$ cat config.mk
export PLATFORM = sky130hd
export DESIGN_NAME = subtractor
export DESIGN_NICKNAME = d
export VERILOG_FILES = /design/src/rtl/subtractor.sv
export SDC_FILE = /design/constraint.sdc
export NUM_CORES = 1
export LEC_CHECK = 0
export CAP_MARGIN = 20
export CORE_MARGIN = 1.5
export CORE_UTILIZATION = 46
export CTS_CLUSTER_SIZE = 20
export DETAILED_ROUTE_END_ITERATION = 8
export PLACE_DENSITY = 0.8
export SETUP_SLACK_MARGIN = 0.5
export SYNTH_ARGS = -nofsm -noshare
export SYNTH_HDL_FRONTEND = slang
export SYNTH_SLANG_ARGS = --single-unit
$ cat constraint.sdc
create_clock -name clk -period 2.1 [get_ports clk]
set_input_delay 0.315 -clock clk [delete_from_list [all_inputs] [get_ports clk]]
set_output_delay 0.315 -clock clk [all_outputs]
set_load 0.1 [all_outputs]
$ cat src/rtl/subtractor.sv
// Pipelined full-precision subtractor: data_o = data1_i - data2_i, widened by one bit.
// S1 registers the extended operands, S2 registers the difference and its sign.
module subtractor #(
    parameter bit SIGNED       = 1'b1,
    parameter int DATA_WIDTH_1 = 16,
    parameter int DATA_WIDTH_2 = 16,
    localparam int OUT_WIDTH   = ((DATA_WIDTH_1 > DATA_WIDTH_2) ? DATA_WIDTH_1 : DATA_WIDTH_2) + 1
) (
    input  logic                    clk,
    input  logic                    rst,
    input  logic                    valid_i,
    output logic                    ready_o,
    input  logic [DATA_WIDTH_1-1:0] data1_i,
    input  logic [DATA_WIDTH_2-1:0] data2_i,
    output logic                    valid_o,
    input  logic                    ready_i,
    output logic [OUT_WIDTH-1:0]    data_o,
    output logic                    borrow_o
);

    logic                 s1_valid;
    logic [OUT_WIDTH-1:0] s1_a;
    logic [OUT_WIDTH-1:0] s1_b;
    logic                 s2_valid;
    logic [OUT_WIDTH-1:0] s2_diff;
    logic                 s2_borrow;
    logic                 s2_can_load;
    logic [OUT_WIDTH-1:0] ext1;
    logic [OUT_WIDTH-1:0] ext2;
    logic [OUT_WIDTH-1:0] diff;

    // Handshake: a word moves across a boundary on any rising edge where the
    // sender's valid and the receiver's ready are both high. A stage holds its
    // word until it moves on, and a stage may load and drain in the same cycle.
    assign s2_can_load = !s2_valid || ready_i;
    assign ready_o     = !s1_valid || s2_can_load;

    always_comb begin
        ext1 = {{(OUT_WIDTH-DATA_WIDTH_1){SIGNED & data1_i[DATA_WIDTH_1-1]}}, data1_i};
        ext2 = {{(OUT_WIDTH-DATA_WIDTH_2){SIGNED & data2_i[DATA_WIDTH_2-1]}}, data2_i};
        diff = s1_a - s1_b;
    end

    always_ff @(posedge clk) begin
        if (rst) begin
            s1_valid  <= 1'b0;
            s1_a      <= '0;
            s1_b      <= '0;
            s2_valid  <= 1'b0;
            s2_diff   <= '0;
            s2_borrow <= 1'b0;
        end else begin
            if (s2_can_load) begin
                s2_valid <= s1_valid;
                if (s1_valid) begin
                    s2_diff   <= diff;
                    s2_borrow <= diff[OUT_WIDTH-1];
                end
            end
            // S1 empties when it drains with no new operand behind it.
            if (ready_o) begin
                s1_valid <= valid_i;
                if (valid_i) begin
                    s1_a <= ext1;
                    s1_b <= ext2;
                end
            end
        end
    end

    assign valid_o  = s2_valid;
    assign data_o   = s2_diff;
    assign borrow_o = s2_borrow;

endmodule

* Yosys cells after proc, flatten, opt, wreduce, memory -nomap -nowiden
Index checks and enable logic that the tools add are counted.
** Storage, ports and cells
- Bits of input ports :: 36
- Output and inout bits :: 20
- Bits in registers :: 52
** Cells by class
- Reductions and logical operators :: 6
- $add $sub $neg :: 1
** Operators with widths (count)
- $sub A16 B16 Y17 :: 1
- $reduce_and A2 Y1 :: 2
- $logic_not A1 Y1 :: 2
- $logic_or A1 B1 Y1 :: 2

* Logic depth before layout (Yosys ltp)
Gate-level depths: netlist of the first run.
- Depth after elaboration :: 4
- Mapped depth :: 9
- Depth with buffers taken out :: 9

* Least setup slack after synthesis of the first run
No wires, ideal clock.
- Path type :: register to register
- Start point :: register s2_valid (netlist: valid_o)
- End point :: register s1_a[10]
- Arrival :: 2723 ps
- Path buffers :: 2
- Setup time :: 132 ps
- Stages on the path, launching flop included :: 8
- Slack :: -755 ps
- Path through :: dfxtp_1 > nor2b_1 > nand2_1 > and2_1 > clkbuf_1 > clkbuf_1 > nand2_1 > a21oi_1
** On the way
- Longest elaborated chain between the ends :: 4
** Ends and longest elaborated chain
- start, declared :: line 24 : logic s2_valid;
- start signal, assigned :: line 54 : s2_valid <= s1_valid;
- $logic_not A1 Y1 :: line 35 : assign s2_can_load = !s2_valid || ready_i;
- $logic_or A1 B1 Y1 :: line 35
- $logic_or A1 B1 Y1 :: line 36 : assign ready_o = !s1_valid || s2_can_load;
- named net ready_o :: line 12 : output logic ready_o,
- $reduce_and A2 Y1 (no line)
- end signal, assigned :: line 64 : s1_a <= ext1;
- end, declared :: line 22 : logic [OUT_WIDTH-1:0] s1_a;
The timed path passes the listed nets, and every way through them passes these cells.
A chain may end at the register's enable or synchronous reset.

* Worst setup path in the final report of the first run
- Start point :: register s1_a[0]
- End point :: register s2_diff[14] (netlist: data_o[14])
** On the way
- Longest elaborated chain between the ends :: 1
** Ends and longest elaborated chain
- $sub A16 B16 Y17 :: line 41 : diff = s1_a - s1_b;
- end signal, assigned :: line 56 : s2_diff <= diff;
- end, declared :: line 25 : logic [OUT_WIDTH-1:0] s2_diff;
No other way between the ends.

==> flow_summary.yaml, run 1 <==
global_routing:
  grt.total_usage_pct: 20.5
  grt_start_max_net_pins: 34
  grt_first_pass_wirelength_um: 10300
  met2_usage_pct: 30.0
  antenna_found_initial: 0
  overflow: 0
  grt_util_met1_pct: 29.3
  grt_pass1_vias: 2247
  top_usage_layer: "met2"
  grt_util_met3_pct: 3.79
routing:
  viasPerCell: 5.31
  ant_nets: 0
  drt-initial-drc-count: 168
  wirelength_um: 6370
  drt_pass1_iterations: 4
  drc: 0
  vias: 2505
  avgRoutedWirePerCell_um: 13.5
clock_network:
  cts_buffers: 5
  ctsHoldBuffers: 0
  cts_num_sinks: 51
  cts.clk_slew.worst_paths_ns: 0.09
  clock_latency_ns: 0.31
  cts.htree.levels: 2
  cts-root-buf: "clkbuf_8"
  tritoncts: "yes"
  clock_path_buffers: 2
logic_synthesis:
  muxShareOfSynthArea_pct: 0
  synthSimpleGateAreaFrac_pct: 20.8
  synth_area_mm2: 0.00267
  synthXorXnorAreaFrac_pct: 1.64
  synth.ff_latch_count: 51
  synth_ff_type: "dfxtp_1"
  synth_compound_area_share_pct: 24.2
  synth.distinct_cells: 52
  synth_top_family_by_area: "compound AO/OA/AOI/OAI gates"
  synth_fa_ha_area_share_pct: 8.26
  synth_nets: 390
  synthCells: 337
  ys_seq_area_share_pct: 38.3
  syn_area_per_cell_um2: 7.91
  ys_async_sr_fraction_pct: 0
  yosysWarnings: 0
  synth_edf_count: 0
place:
  io_buffers: 55
  hpwl_um: 4450
  placedInstanceArea_mm2: 0.00335
  gp_congestion: 0.838
status:
  status: "finished, final reports clean"
setup_path:
  crit_required_ns: 2.28
  crit_path_max_fanout: 4
  rrSetupSlack_ns: 0.09
  critPathMaxStageDelay_ns: 0.34
  path_cells: "inv_2 > ha_4 > fa_2 > and2b_4 > o31a_4 > o2111ai_4 > a32oi_2 > xnor2_1 > a211oi_2"
  path_class: "reg -> reg"
  worst_ep_arrival_time_ns: 2.19
  crit_path_start_kind: "flop"
  cpMaxStageDelayCell: "dfxtp_2"
  cp-end-kind: "flop"
power_and_ir_drop:
  swShare_pct: 35.0
  vdd_drop_max_mv: 0.343
  pwr-share-comb_pct: 35.5
  pwr-share-clk_pct: 25.7
  pwr-share-seq_pct: 38.7
  power.net_switching_uw: 971
  p_leak_uw: 0.00148
  power_density_mw_per_mm2: 758
  internal_power_uw: 1810
floorplanning:
  core-area_mm2: 0.00554
  io_pins: 56
  start_util_pct: 48.1
  die-area_mm2: 0.00626
  rows: 27
  dieWidth_um: 79.1
  die_y_um: 79.1
final_layout:
  antennaDiodeCount: 0
  drive_gt1_share_pct: 23.8
  nets: 452
  stdcell_area_mm2: 0.00366
  layout_common_cells: "77 x nand2_1, 45 x a21oi_1, 41 x dfxtp_1"
  final_common_cell: "nand2_1"
  seq_area_mm2: 0.00104
  multi_input_area_mm2: 0.00166
  fillers: 482
  area_growth_pct: 37.4
sta:
  grt_setup_unrepaired: "true"
  setup_viol: 0
  skew_ns: 0.00713
  slew_violations: 0
  worst_pin_slew_ns: 0.581
  relSlewSlack_pct: 61.2
  finalCritPeriodShare_pct: 95.6
  finalHoldViolCount: 0
  period_needed_ns: 2.01
  max_freq_ghz: 0.498
  fin_setup_tns_ns: 0
run:
  cap_violations: 0
worst_hold_path:
  hold_class: "reg -> reg"
[cell usage after synthesis, types with 2 or more instances]
library cell	number	area (um^2)
nand2_1	79	297
dfxtp_1	51	1020
a21oi_1	47	235
inv_1	24	90.1
ha_1	16	200
nor2_1	16	60.1
o21ai_0	11	55.1
clkbuf_1	9	33.8
nor3_1	6	30.0
a211oi_1	4	30.0
nand3b_1	4	30.0
nor2b_1	4	25.0
nor3b_1	4	30.0
xnor2_1	4	35.0
a21o_1	3	22.5
buf_1	3	11.3
buf_6	3	33.8
o2111ai_1	3	26.3
or3_1	3	18.8
a211oi_2	2	25.0
a311o_1	2	20.0
a32o_1	2	20.0
and2_1	2	12.5
and3_1	2	12.5
nand3_1	2	10.0
o211ai_2	2	25.0
o21a_1	2	15.0
o21ai_1	2	10.0
o21bai_1	2	15.0
[final timing paths]
check | from | endpoint | cells after the start
min | s1_b[10] | s1_b[10] | 2
max | s1_a[0] | data_o[14] | 9
min reg2reg | s1_b[10] | s1_b[10] | 2
max reg2reg | s1_a[0] | data_o[14] | 9
[power by group through the flow]
stage / sequential (uW) / combinational, uW / clock (uW)
2_1_floorplan: 1310 / 447 / 0
3_3_place_gp: 1090 / 856 / 0
3_5_place_dp: 1100 / 865 / 0
4_1_cts: 1080 / 914 / 719
5_1_grt: 1080 / 1050 / 761
6_report: 1080 / 987 / 715
[repair_timing]
item	in CTS	in global routing
pin swaps	12	8
setup endpoints to repair	13	27
gates resized for setup	11	18
buffers inserted	7	5
[final cells by class]
type	instances	share of cell area, %
Inverter	24	2.46
Clock inverter	2	0.956
Multi-Input combinational cell	245	45.4
Timing Repair Buffer	72	18.2
Clock buffer	6	2.25
Tap cell	72	2.46
Sequential cell	51	28.3
[registers in the layout, summed over array words and instances, names as in the netlist]
name,flops
s1_valid,1
s1_a,16
s1_b,16
data_o,17
valid_o,1
[through the flow]
step	hold WS [ns]	power, uW	utilization, %	setup slack, ns	instances
CTS	0.457	2710	64.3	0.0909	467
global route	0.479	2900	66.1	0.0330	472
finish	0.455	2780	66.1	0.0929	472
global placement	0.441	1950	60.4	0.133	452
detailed placement	0.446	1960	60.4	0.0730	452
floorplan	0.432	1760	-	0.208	337
[critical path, delay by kind of cell, from the launching register on]
| family | cells | cell delay, ns |
|---|---|---|
| AO/OA/AOI/OAI | 4 | 0.59 |
| XOR/XNOR | 1 | 0.15 |
| adder cells (fa/ha/maj) | 2 | 0.49 |
| buffers and inverters | 1 | 0.04 |
| flip-flops | 1 | 0.34 |
| AND/OR/NAND/NOR | 1 | 0.26 |
[cell families (layout without fill, tap and decap cells)]
kind of cell | Yosys count | count (layout)
DFF | 51 | 51
and+or+nand+nor | 126 | 126
buffers and inverters | 41 | 104
adders and majority gates | 17 | 17
AOI/OAI and AO/OA | 97 | 97
xor gates and xnor gates | 5 | 5
[layer usage]
metal	up-vias	share of wire (%)	routed length (um)
li1	1274	-	-
met1	1148	49	3130
met2	73	44	2820
met3	10	4.7	301
met4	0	1.8	116
met5	-	0	0
Note: power is estimated with default switching activity, not from simulation.
==> run 2: changes to the inputs <==
--- a/config.mk
+++ b/config.mk
@@ -5,6 +5,7 @@
 export SDC_FILE = /design/constraint.sdc
 export NUM_CORES = 1
 export LEC_CHECK = 0
+export ABC_CLOCK_PERIOD_IN_PS = 2100
 export CAP_MARGIN = 20
 export CORE_MARGIN = 1.5
 export CORE_UTILIZATION = 46
@@ -12,6 +13,7 @@
 export DETAILED_ROUTE_END_ITERATION = 8
 export PLACE_DENSITY = 0.8
 export SETUP_SLACK_MARGIN = 0.5
+export SLEW_MARGIN = 20
 export SYNTH_ARGS = -nofsm -noshare
 export SYNTH_HDL_FRONTEND = slang
 export SYNTH_SLANG_ARGS = --single-unit
==> results of run 2 <==
The final DEF is identical to that of run 1; final timing and power are the same.
